==> config.mk <==
export PLATFORM = sky130hd
export DESIGN_NAME = wb_scoreboard
export DESIGN_NICKNAME = d
export VERILOG_FILES = /design/src/rtl/wb_scoreboard.sv
export SDC_FILE = /design/constraint.sdc
export NUM_CORES = 1
export LEC_CHECK = 0
export BUFFER_PORTS_ARGS = -buffer_cell sky130_fd_sc_hd__buf_2
export CAP_MARGIN = 10
export CORE_MARGIN = 3
export CORE_UTILIZATION = 49
export CTS_CLUSTER_DIAMETER = 60
export DETAILED_ROUTE_END_ITERATION = 8
export PLACE_DENSITY = 0.76
export RECOVER_POWER = 50
export SLEW_MARGIN = 20
export SYNTH_ARGS = -nofsm -noshare
export SYNTH_HDL_FRONTEND = slang
export SYNTH_SLANG_ARGS = --single-unit
==> constraint.sdc <==
create_clock -name clk -period 2.56 [get_ports clk]
set_clock_uncertainty 0.1 [all_clocks]
set_input_delay 0.512 -clock clk [delete_from_list [all_inputs] [get_ports clk]]
set_output_delay 0.512 -clock clk [all_outputs]
set_load 0.05 [all_outputs]
==> src/rtl/wb_scoreboard.sv <==
// Write-back stage: merges pipeline and long-latency results into one
// register-file write port, tracks outstanding long-latency destinations.
module wb_scoreboard #(
  parameter int STARVE_LIMIT = 4,
  parameter int CNT_W        = 4
) (
  input  logic        clk,
  input  logic        rst_n,
  input  logic        pipe_wen,
  input  logic [4:0]  pipe_rd,
  input  logic [31:0] pipe_wdata,
  output logic        pipe_hold,
  input  logic        lu_valid,
  input  logic [4:0]  lu_rd,
  input  logic [31:0] lu_wdata,
  output logic        lu_ready,
  input  logic        lu_issue,
  input  logic [4:0]  lu_issue_rd,
  input  logic [4:0]  id_rs1,
  input  logic [4:0]  id_rs2,
  input  logic [4:0]  id_rd,
  input  logic        id_wen,
  output logic        id_stall,
  output logic        fwd_rs1_hit,
  output logic        fwd_rs2_hit,
  output logic [31:0] fwd_data,
  output logic [4:0]  regs_rd,
  output logic        regs_wen,
  output logic [31:0] regs_wdata
);

  localparam logic [CNT_W-1:0] LIMIT   = CNT_W'(STARVE_LIMIT);
  localparam logic [CNT_W-1:0] LIMIT_M1 = CNT_W'(STARVE_LIMIT - 1);

  logic [31:0]      busy;
  logic [31:0]      busy_nxt;
  logic [CNT_W-1:0] cnt;
  logic             lu_grant;
  logic             starve;
  logic             sel_any;
  logic [4:0]       sel_rd;
  logic [31:0]      sel_wdata;

  assign lu_ready  = ~pipe_wen | pipe_hold;
  assign lu_grant  = lu_valid & lu_ready;
  assign starve    = lu_valid & ~lu_ready;
  assign sel_any   = pipe_wen | lu_grant;
  assign sel_rd    = pipe_wen ? pipe_rd : lu_rd;
  assign sel_wdata = pipe_wen ? pipe_wdata : lu_wdata;

  always_ff @(posedge clk or negedge rst_n) begin
    if (!rst_n) begin
      regs_wen   <= 1'b0;
      regs_rd    <= '0;
      regs_wdata <= '0;
    end else begin
      regs_wen <= sel_any & (sel_rd != 5'd0);
      if (sel_any) begin
        regs_rd    <= sel_rd;
        regs_wdata <= sel_wdata;
      end
    end
  end

  // hold is raised on the edge the wait count reaches the limit
  always_ff @(posedge clk or negedge rst_n) begin
    if (!rst_n) begin
      cnt       <= '0;
      pipe_hold <= 1'b0;
    end else begin
      if (starve) begin
        if (cnt != LIMIT)
          cnt <= cnt + 1'b1;
      end else begin
        cnt <= '0;
      end
      if (lu_grant)
        pipe_hold <= 1'b0;
      else if (starve && cnt == LIMIT_M1)
        pipe_hold <= 1'b1;
    end
  end

  // set after clear so a same-index issue keeps the bit busy
  always_comb begin
    busy_nxt = busy;
    if (lu_grant)
      busy_nxt[lu_rd] = 1'b0;
    if (lu_issue)
      busy_nxt[lu_issue_rd] = 1'b1;
    busy_nxt[0] = 1'b0;
  end

  always_ff @(posedge clk or negedge rst_n) begin
    if (!rst_n)
      busy <= '0;
    else
      busy <= busy_nxt;
  end

  assign id_stall = (busy[id_rs1] & (id_rs1 != 5'd0))
                  | (busy[id_rs2] & (id_rs2 != 5'd0))
                  | (id_wen & (id_rd != 5'd0) & busy[id_rd]);

  assign fwd_rs1_hit = regs_wen & (regs_rd == id_rs1) & (id_rs1 != 5'd0);
  assign fwd_rs2_hit = regs_wen & (regs_rd == id_rs2) & (id_rs2 != 5'd0);
  assign fwd_data    = regs_wdata;

endmodule

==> flow_summary.toml <==
[clock_network]
cts_tree = "yes"
cts_buffers = 9
worstSkewPairLatency_ns = 0.35
root_buffer = "clkbuf_8"
hold_buffers = 0
cts.reportedPaths.clkPinSlew_ns = 0.09
numClockSinks = 74
cts_buffer_depth = 2
cts_max_level = 3

[cells_and_area]
diodes = 0
layout.cells.non_filler = 705
design_area_mm2 = 0.005538
layout_commonest_cell = "buf_2"
area_growth_pct = 23.91
finish.net_count = 694
final_cell_mix = "buf_2 (171), o21ai_0 (103), dfrtp_1 (73), mux2i_1 (54), nand2_1 (44)"
fill_cells = 721
layout-drive-gt1-share_pct = 40.54

[power_and_ir_drop]
power.density_mw_per_mm2 = 676.8
power_w = 0.003748
p_leak_nw = 2.692
vdd_ir_drop_max_mv = 0.3255

[sta]
fmax_ghz = 0.3542
final_max_slew_viol_count = 75
fin_crit_ns = 2.823
setup_viol = 1
post-route-period-util_pct = 110.3
tns_ns = -0.2630
setup_slack_ns = -0.2630
tightest_slew_ns = 1.809
finalHoldViolations = 0
slew_headroom_pct = -20.62
rsz0062_at_grt = "true"

[global_route]
grt_max_degree = 78
grt_util_met2_pct = 40.79
busiest_layer = "met2"
grt_use_total_pct = 25.23
grt_antenna_before_repair = 0
grt.overflow.total = 0
grt_pass1_wl_um = 20160
use_met1_pct = 33.72
grt_pass1_vias = 4006
gr-usage-met3_pct = 5.854

[hold_path]
hold_end = "fwd_data[10]"
hp-class = "primary input to register"
whs_path_depth = 3
hold_start = "pipe_wdata[10]"

[synthesis]
syn-cell-area_mm2 = 0.004469
syn-num-nets = 540
ys_types = 38
synth-seq-cells = 74
synth_area_leaders = "dfrtp_1 (41%), mux2i_1 (12%), o21ai_0 (12%), mux4_2 (8.6%), buf_4 (5.5%)"
synth_top_area_share_pct = 41.43
syn_inst = 438
syn_avg_cell_area_um2 = 10.20
synth_top_cell_by_area = "dfrtp_1"
ys_warn_count = 0
ys_seq_area_share_pct = 41.43

[floorplanning]
die_x_um = 101.5
dieArea_mm2 = 0.01030
initial_core_util_pct = 50.75
ioPinCount = 175
row_count = 34
core_mm2 = 0.008806
die_h_um = 101.5

[drt]
via_per_inst = 5.851
post-route-drc-count = 0
num_vias = 4125
first_pass_iters = 7
antenna_left = 0
wire_per_inst_um = 18.27
drt-initial-drc-count = 323
totalWireLength_um = 12880

[setup_path]
r2r_setup_slack_ns = 0.85
worstPathCellList = "mux4_2, or2_0, a41o_1, o211ai_1, nand4_1, buf_6"
cp_max_fo = 4
r2r-start = "pipe_hold"
start_kind = "register"
cp_num_buf_inv = 1
r2r_cells = 5
path_class = "register to primary output"
critPathArrivalTime_ns = 2.21
path_delay_family = "multiplexers"
reg2reg_to = "busy[14]"
endpoint_kind = "primary output"
worst_ep_required_time_ns = 1.95
slowest_stage = "mux4_2"
slowest_delay_ns = 0.47

[placement]
dp_slack_ns = -0.1839
placed_cell_area_mm2 = 0.005330
port_buffers = 174
place_congestion = 0.9422
dp_cells = 687
dp_hpwl_um = 9925

[status]
violations = "max-capacitance violations, max-slew violations, negative setup slack"
status = "finished with violations"

[run]
cap_violations = 1
## sequential cells by signal, summed over array words and instances, names as in the netlist
name and count:
fwd_data 32, regs_wen 1, pipe_hold 1, cnt 4, busy 31, regs_rd 5
## Yosys cell counts
master and count:
mux2i_1 54, or2_0 1, buf_6 1, buf_4 33
mux2_2 2, nand2_1 44, a31oi_1 1, nand3b_1 11
o2111ai_1 2, or3b_2 5, nand3_1 11, nor4_1 3
or3_1 2, or4_1 1, buf_1 3, nand2b_1 1
and3_1 1, o31ai_1 1, nor2_1 9, a21oi_1 2
xnor2_1 5, nand4_1 3, a21o_1 1, buf_2 6
inv_1 7, o21ai_0 103, o211ai_1 3, mux4_1 3
mux4_2 17, nor3_1 3, a221o_1 1, clkbuf_1 13
or4_2 1, xor2_1 5, a41o_1 1, ha_1 2
nand4b_1 2, dfrtp_1 74
## worst max-delay path by stage
stage / startpoint / slack, ns / endpoint / depth (start not counted)
floorplan: id_rs1[0] / -0.22 / id_stall / 5
global placement: id_rs1[1] / -0.15 / id_stall / 6
detailed placement: id_rs1[0] / -0.18 / id_stall / 6
CTS: busy[11] / -0.27 / id_stall / 6
global route: busy[11] / -0.38 / id_stall / 5
finish: busy[8] / -0.26 / id_stall / 6
## power breakdown
part / internal (W) / switching (W) / total [W]
clock network: 0.000457 / 0.000452 / 0.000909
logic: 0.000497 / 0.000792 / 0.00129
registers: 0.00134 / 0.000206 / 0.00155
## worst min-delay path: stages
cell	delay [ns]
buf_2	0.07
nand2_1	0.04
o21ai_0	0.06
## cells by family after synthesis
kind of cell,count (synthesis),synth area share (%)
buffers and inverters,63,8.399
xor gates and xnor gates,10,1.960
AOI/OAI and AO/OA,115,13.58
DFF,74,41.43
and+or+nand+nor,98,11.14
muxes,76,22.93
adders and majority gates,2,0.5598
## per-layer routing
layer | up-vias | share of wire, %
li1 | 1880 | -
met1 | 2012 | 41
met2 | 208 | 49
met3 | 25 | 8.1
met4 | 0 | 1.9
met5 | - | 0
## stage by stage
stage          hold WS [ns]  utilization [%]
2_1_floorplan        0.1164                -
3_3_place_gp         0.4640            60.53
3_5_place_dp         0.4757            60.53
4_1_cts             0.09716            63.03
5_1_grt              0.2679            62.89
6_report             0.2651            62.89
## area by class of cell
cell class	instances	area (µm²)	share of cell area, %
multi-input cells	301	2251	40.65
repair buffers	199	1074	19.39
clock buffers	9	123.9	2.237
clock inverters	7	75.07	1.356
well taps	108	135.1	2.440
inverters	7	26.28	0.4745
flip-flops and latches	74	1853	33.46
## timing repair
action | in CTS | in global routing
hold endpoints to repair | 0 | 0
gates resized for setup | 2 | 3
setup buffers | 2 | 0
endpoints found under the setup margin | 1 | 3
pin swaps | 4 | 1
Note: power is estimated with default switching activity, not from simulation.
